==> config.mk <==
export PLATFORM = sky130hd
export DESIGN_NAME = crossing_scheduler
export DESIGN_NICKNAME = d
export VERILOG_FILES = /design/src/rtl/crossing_scheduler.sv
export SDC_FILE = /design/constraint.sdc
export NUM_CORES = 1
export LEC_CHECK = 0
export CAP_MARGIN = 25
export CORE_MARGIN = 8
export CORE_UTILIZATION = 25
export CTS_CLUSTER_SIZE = 24
export DETAILED_ROUTE_END_ITERATION = 8
export PLACE_DENSITY = 0.57
export SLEW_MARGIN = 20
export SYNTH_ARGS = -nofsm -noshare
export SYNTH_HDL_FRONTEND = slang
export SYNTH_SLANG_ARGS = --single-unit
==> constraint.sdc <==
create_clock -name clk -period 1.9 [get_ports clk]
set_input_delay 0.19 -clock clk [delete_from_list [all_inputs] [get_ports clk]]
set_output_delay 0.19 -clock clk [all_outputs]
set_load 0.02 [all_outputs]
==> src/rtl/crossing_scheduler.sv <==
// Pedestrian crossing light sequencer: RED -> RED_AMBER -> GREEN -> AMBER -> RED,
// with a latched crossing request that ends GREEN once its minimum time has elapsed.
module crossing_scheduler #(
  parameter int RED_T     = 4,
  parameter int RA_T      = 1,
  parameter int GREEN_MIN = 3,
  parameter int AMBER_T   = 1
) (
  input  logic       clk,
  input  logic       rst,
  input  logic       enable,
  input  logic       button,
  output logic [2:0] lights,
  output logic       walk,
  output logic       pending,
  output logic [7:0] cycles
);

  typedef enum logic [1:0] {
    RED       = 2'd0,
    RED_AMBER = 2'd1,
    GREEN     = 2'd2,
    AMBER     = 2'd3
  } state_t;

  localparam logic [7:0] L_RED_LAST   = 8'(RED_T - 1);
  localparam logic [7:0] L_RA_LAST    = 8'(RA_T - 1);
  localparam logic [7:0] L_GREEN_LAST = 8'(GREEN_MIN - 1);
  localparam logic [7:0] L_AMBER_LAST = 8'(AMBER_T - 1);

  state_t     r_state;
  state_t     w_next;
  logic [7:0] r_cnt;
  logic       r_pending;
  logic [7:0] r_cycles;
  logic       w_trans;
  logic       w_enter_red;
  logic       w_green_done;

  assign w_green_done = (r_cnt >= L_GREEN_LAST);
  assign w_trans      = (w_next != r_state);
  assign w_enter_red  = (r_state == AMBER) && (w_next == RED);

  always_ff @(posedge clk or posedge rst) begin
    if (rst) begin
      r_state <= RED;
    end else begin
      r_state <= w_next;
    end
  end

  // A button seen on the same edge counts as a request, so GREEN can end without waiting for the latch.
  always_comb begin
    w_next = r_state;
    if (enable) begin
      case (r_state)
        RED:       if (r_cnt == L_RED_LAST)   w_next = RED_AMBER;
        RED_AMBER: if (r_cnt == L_RA_LAST)    w_next = GREEN;
        GREEN:     if (w_green_done && (r_pending || button)) w_next = AMBER;
        AMBER:     if (r_cnt == L_AMBER_LAST) w_next = RED;
        default:   w_next = RED;
      endcase
    end
  end

  always_comb begin
    lights = 3'b100;
    walk   = 1'b0;
    case (r_state)
      RED:       begin lights = 3'b100; walk = 1'b1; end
      RED_AMBER: lights = 3'b110;
      GREEN:     lights = 3'b001;
      AMBER:     lights = 3'b010;
      default:   lights = 3'b100;
    endcase
  end

  // GREEN saturates at its minimum so an unbounded wait never wraps the counter.
  always_ff @(posedge clk or posedge rst) begin
    if (rst) begin
      r_cnt <= '0;
    end else if (w_trans) begin
      r_cnt <= '0;
    end else if (enable && !(r_state == GREEN && w_green_done)) begin
      r_cnt <= r_cnt + 8'd1;
    end
  end

  always_ff @(posedge clk or posedge rst) begin
    if (rst) begin
      r_pending <= 1'b0;
    end else if (w_enter_red) begin
      r_pending <= 1'b0;
    end else if (button && r_state != RED) begin
      r_pending <= 1'b1;
    end
  end

  always_ff @(posedge clk or posedge rst) begin
    if (rst) begin
      r_cycles <= '0;
    end else if (w_enter_red) begin
      r_cycles <= r_cycles + 8'd1;
    end
  end

  assign pending = r_pending;
  assign cycles  = r_cycles;

endmodule

==> run_results.csv, run 1 <==
group,metric,value,unit
drt,drcViolationCount,0,
clock_network,clkTransAtPathRegs,80,ps
cells_and_area,nNetsFinal,152,
setup_path,reg2reg_slack,50,ps
logic_synthesis,yosys.area.top_type_share,44.1,%
sta,fin_tns_setup,0,ps
clock_network,htreeDepth,1,
placement,gp_congestion,0.775,
global_route,antenna_found_initial,0,
logic_synthesis,synth-seq-area-share,44.1,%
die,dieArea,6670,sq um
cells_and_area,drive_above_1_share,20.3,%
logic_synthesis,synth_area_leaders,"dfrtp_1, xnor2_1, ha_1, nand4_1, inv_1",
logic_synthesis,ys_seq_elements,19,
die,die_y,81.6,um
clock_network,tritoncts,"built",
setup_path,crit_slowest_cell,"or4_4",
placement,postPlaceCellArea,1420,sq um
die,core,4260,sq um
global_route,grt_max_degree,20,
sta,setup_viol,0,
logic_synthesis,ys_async_sr_fraction,100,%
power,p_total,2.10,mW
sta,max_slew.worst_pin.slew,348,ps
logic_synthesis,ys_warn_count,0,
sta,min_period,1850,ps
setup_path,cp_data_arrival_time,1990,ps
hold_path,hp-class,"primary input to asynchronous set/reset pin",
logic_synthesis,syn-cell-area,1080,sq um
setup_path,endpoint_kind,"flip-flop",
setup_path,r2r_end,"cycles[1]",
logic_synthesis,synth_nets,118,
cells_and_area,fin_area,1500,sq um
clock_network,cts_root_buf,"clkbuf_8",
run_status,status,"finished clean",
sta,slew_violations,0,
setup_path,reg2reg_from,"r_cnt[2]",
die,start_util,25.3,%
setup_path,startpoint_type,"flip-flop",
cells_and_area,antennaDiodeCount,0,
global_route,first_global_vias,927,
cells_and_area,syn_to_final_growth,39.5,%
logic_synthesis,yosys.area.top_type,"dfrtp_1",
cells_and_area,final_common_cell,"dfrtp_1",
global_route,grt_usage,8.03,%
cells_and_area,final_cells,195,
clock_network,cts_sinks,19,
sta,post-route-period-util,97.3,%
die,dieWidth,81.6,um
setup_path,critPathLaunch,"r_cnt[2]",
power,ir_drop,0.509,mV
logic_synthesis,syn_avg_cell_area,9.79,sq um
sta,hold_slack,246,ps
setup_path,cpPeakStageDelay,570,ps
sta,hold_viol,0,
placement,hpwl,1940,um
global_route,grt_first_pass_wirelength,4400,um
drt,vias,911,
sta,slew_headroom,76.5,%
clock_network,cts_hold_buf,0,
setup_path,crit_type,"flip-flop to flip-flop",
setup_path,r2r_cells,4,
logic_synthesis,synth_edf_count,0,
logic_synthesis,synth_cell_types,32,
clock_network,cts.path.max_buffers,2,
drt,wirelength,2580,um
clock_network,cts_buffers,3,
setup_path,worstPathMaxFanout,6,
sta,fin_skew,4.76,ps
logic_synthesis,synth_cells,110,
power,p_leak,0.648,nW
drt,ant_nets,0,
drt,drt_iter0_drc,51,
sta,max_freq,541,MHz
drt,wl_per_cell,13.2,um
cells_and_area,mostFrequentLayoutCells,"dfrtp_1, clkdlybuf4s50_1, buf_4",
global_route,grt_overflow,0,
placement,port_buffers,16,
clock_network,clk_latency,260,ps
drt,drt-vias-per-instance,4.67,
drt,first_pass_iters,6,
setup_path,worstPathRequired,2040,ps
power,power_density,1400,nW/um^2
placement,post-place-cells,189,
run,cap_violations,0,
die,ios,17,
die,rows,24,
setup_path,timing.critical_path.cells,"or4_4, nor4_4, buf_12, mux2_2",
logic_synthesis,synthFlopType,"dfrtp_1",
metrics by stage:
step	utilization (%)	setup WS [ps]
2_1_floorplan	-	23.5
3_3_place_gp	33.2	88.1
3_5_place_dp	33.2	36.6
4_1_cts	34.3	26.0
5_1_grt	35.2	-4.59
6_report	35.2	50.7
per-layer routing:
metal  vias to the layer above  GRT usage (%)  wire (um)
met2                         8           13.4       1370
met3                         2           1.31         34
met5                         -              0          0
met4                         0           2.11         15
met1                       438           10.4       1150
li1                        463              -          -
cell families (layout without fill, tap and decap cells):
family	Yosys count	in the layout	synth area share, %
AO/OA/AOI/OAI	21	21	13.1
XOR/XNOR	11	11	8.94
adder cells (fa/ha/maj)	4	4	4.65
buffers and inverters	14	47	4.88
flip-flops	19	19	44.1
multiplexers	1	1	1.05
AND/OR/NAND/NOR	40	40	23.2
final cells by class:
cell class              count  area [sq um]
clock buffers               3          41.3
repair buffers             34           320
multi-input cells          77           562
flip-flops and latches     19           475
well taps                  52          65.1
clock inverters             1          5.00
inverters                   9          33.8
fillers                   424          2760
worst max-delay path, delay by kind of cell (launching register included):
family                 cells  cell delay, ps
muxes                      1             330
and+or+nand+nor            2             860
buffers and inverters      1             160
DFF                        1             390
timing repair:
item / CTS / global route
setup buffers: 0 / 2
endpoints found under the setup margin: 0 / 8
gates resized for setup: 0 / 3
report_power, final:
part           total, mW  internal (mW)  switching (mW)
Sequential         0.597          0.506          0.0910
Combinational       1.21          0.586           0.627
Clock              0.292          0.146           0.146
Total               2.10           1.24           0.864
registers in the layout (all words and copies together) (netlist names):
| register | flops |
|---|---|
| r_state | 2 |
| r_cnt | 8 |
| cycles | 8 |
| pending | 1 |
synthesized netlist by cell type, types with 2 or more instances:
master / number
dfrtp_1: 19
inv_1: 9
xnor2_1: 8
a21oi_1: 6
nand3_1: 6
nand4_1: 6
clkbuf_1: 5
nand2_1: 5
nor2_1: 5
o21ai_0: 5
a22oi_1: 4
ha_1: 4
or3_1: 3
xor2_1: 3
and4_1: 2
nand2b_1: 2
nor3_1: 2
or4_1: 2
worst max path at each step:
stage          slack (ps)          to
2_1_floorplan          20   cycles[1]
3_3_place_gp           90    r_cnt[5]
3_5_place_dp           40  r_state[0]
4_1_cts                30  r_state[0]
5_1_grt                -5   cycles[3]
6_report               50   cycles[1]
Note: power is estimated with default switching activity, not from simulation.
==> run 2, diff against run 1 <==
Settings changed: PLACE_DENSITY 0.57 to unset.
==> run_results.csv, run 2 (synthesized netlist as in run 1, its figures left out) <==
group,metric,value,unit
drt,drt-vias-per-instance,4.77,
setup_path,crit_type,"flip-flop to flip-flop",
drt,ant_nets,0,
die,core,4260,sq um
clock_network,cts_root_buf,"clkbuf_8",
die,rows,24,
drt,first_pass_iters,4,
placement,hpwl,2000,um
sta,setup_viol,0,
global_route,grt_overflow,0,
drt,vias,931,
cells_and_area,mostFrequentLayoutCells,"dfrtp_1, clkdlybuf4s50_1, buf_4",
cells_and_area,final_cells,195,
sta,hold_slack,258,ps
power,power_density,1380,nW/um^2
run_status,status,"finished clean",
clock_network,cts_buffers,3,
drt,wl_per_cell,13.4,um
clock_network,clk_latency,250,ps
setup_path,worstPathMaxFanout,6,
power,ir_drop,0.372,mV
die,start_util,25.3,%
die,ios,17,
cells_and_area,final_util,35.9,%
global_route,antenna_found_initial,0,
hold_path,hp-class,"primary input to asynchronous set/reset pin",
global_route,grt_usage,8.11,%
clock_network,clkTransAtPathRegs,70,ps
cells_and_area,drive_above_1_share,22.4,%
cells_and_area,nNetsFinal,152,
sta,slew_violations,0,
sta,max_freq,530,MHz
setup_path,cp_data_arrival_time,2070,ps
clock_network,tritoncts,"built",
drt,wirelength,2600,um
global_route,grt_first_pass_wirelength,4410,um
setup_path,startpoint_type,"flip-flop",
placement,port_buffers,16,
sta,hold_viol,0,
die,die_y,81.6,um
sta,max_slew.worst_pin.slew,311,ps
cells_and_area,fin_area,1530,sq um
placement,postPlaceCellArea,1420,sq um
clock_network,htreeDepth,1,
die,dieArea,6670,sq um
placement,post-place-cells,188,
drt,drt_iter0_drc,37,
setup_path,endpoint_kind,"flip-flop",
clock_network,cts.path.max_buffers,2,
drt,drcViolationCount,0,
power,p_total,2.11,mW
clock_network,cts_sinks,19,
sta,rsz0062_at_grt,"yes",
global_route,grt_max_degree,20,
global_route,first_global_vias,976,
setup_path,worstPathRequired,2080,ps
cells_and_area,syn_to_final_growth,42.3,%
sta,fin_skew,1.62,ps
run,cap_violations,0,
placement,gp_congestion,0.779,
power,p_leak,0.660,nW
sta,min_period,1890,ps
cells_and_area,antennaDiodeCount,0,
sta,slew_headroom,79.1,%
cells_and_area,final_common_cell,"dfrtp_1",
die,dieWidth,81.6,um
sta,post-route-period-util,99.3,%
-- run 2: cell types whose count changed in the layout (fill, tap and decap cells not counted), sizes merged --
cell,before,now
clkbuf,3,4
clkinv,1,0
-- run 2: where the power goes --
group | internal (mW) | switching, mW | total [mW]
clock | 0.149 | 0.130 | 0.279
combinational | 0.589 | 0.643 | 1.23
sequential | 0.506 | 0.0945 | 0.601
total | 1.24 | 0.868 | 2.11
-- run 2: layer usage --
metal / track usage (%) / part of all wire, % / vias up
met5: 0 / 0 / -
met4: 3.16 / 0.38 / 0
met3: 0.875 / 1.9 / 2
met2: 15.3 / 55 / 11
met1: 9.06 / 43 / 451
li1: - / - / 467
-- run 2: what timing repair did --
action                                  in CTS  in global routing
endpoints found under the setup margin       0                 11
gates resized for setup                      0                 12
hold endpoints to repair                     0                  0
setup buffers                                0                  3
hold buffers                                 0                  0
-- run 2: cell type report --
| class | count | area (sq um) |
|---|---|---|
| multi-input combinational | 77 | 589 |
| inverter | 9 | 33.8 |
| tap | 52 | 65.1 |
| fill | 434 | 2730 |
| timing repair buffer | 34 | 324 |
| sequential | 19 | 475 |
| clock buffer | 4 | 45.0 |
-- run 2: per-stage QoR --
stage,worst slack (ps),setup TNS [ps]
global placement,58.5,0
finish,12.7,0
global route,-38.3,-58.0
floorplan,23.5,0
CTS,13.4,0
detailed placement,35.3,0
-- run 2: worst paths after layout --
| kind | cells after the start | slack [ps] | startpoint | end |
|---|---|---|---|---|
| setup / recovery | 5 | 10 | r_cnt[3] | cycles[3] |
| hold / removal | 3 | 260 | rst | cycles[2] |
| setup reg to reg | 5 | 10 | r_cnt[3] | cycles[3] |
| hold reg to reg | 1 | 500 | cycles[7] | cycles[7] |
| max in group asynchronous | 3 | 1430 | rst | r_state[1] |
| min in group clk | 1 | 500 | cycles[7] | cycles[7] |
-- run 2: worst max-delay path, cell delays in order, from the launching register on --
cell and delay, ps:
dfrtp_1 390, or4_4 580, nor4_4 330, buf_12 150, and4_1 220, xor2_1 150
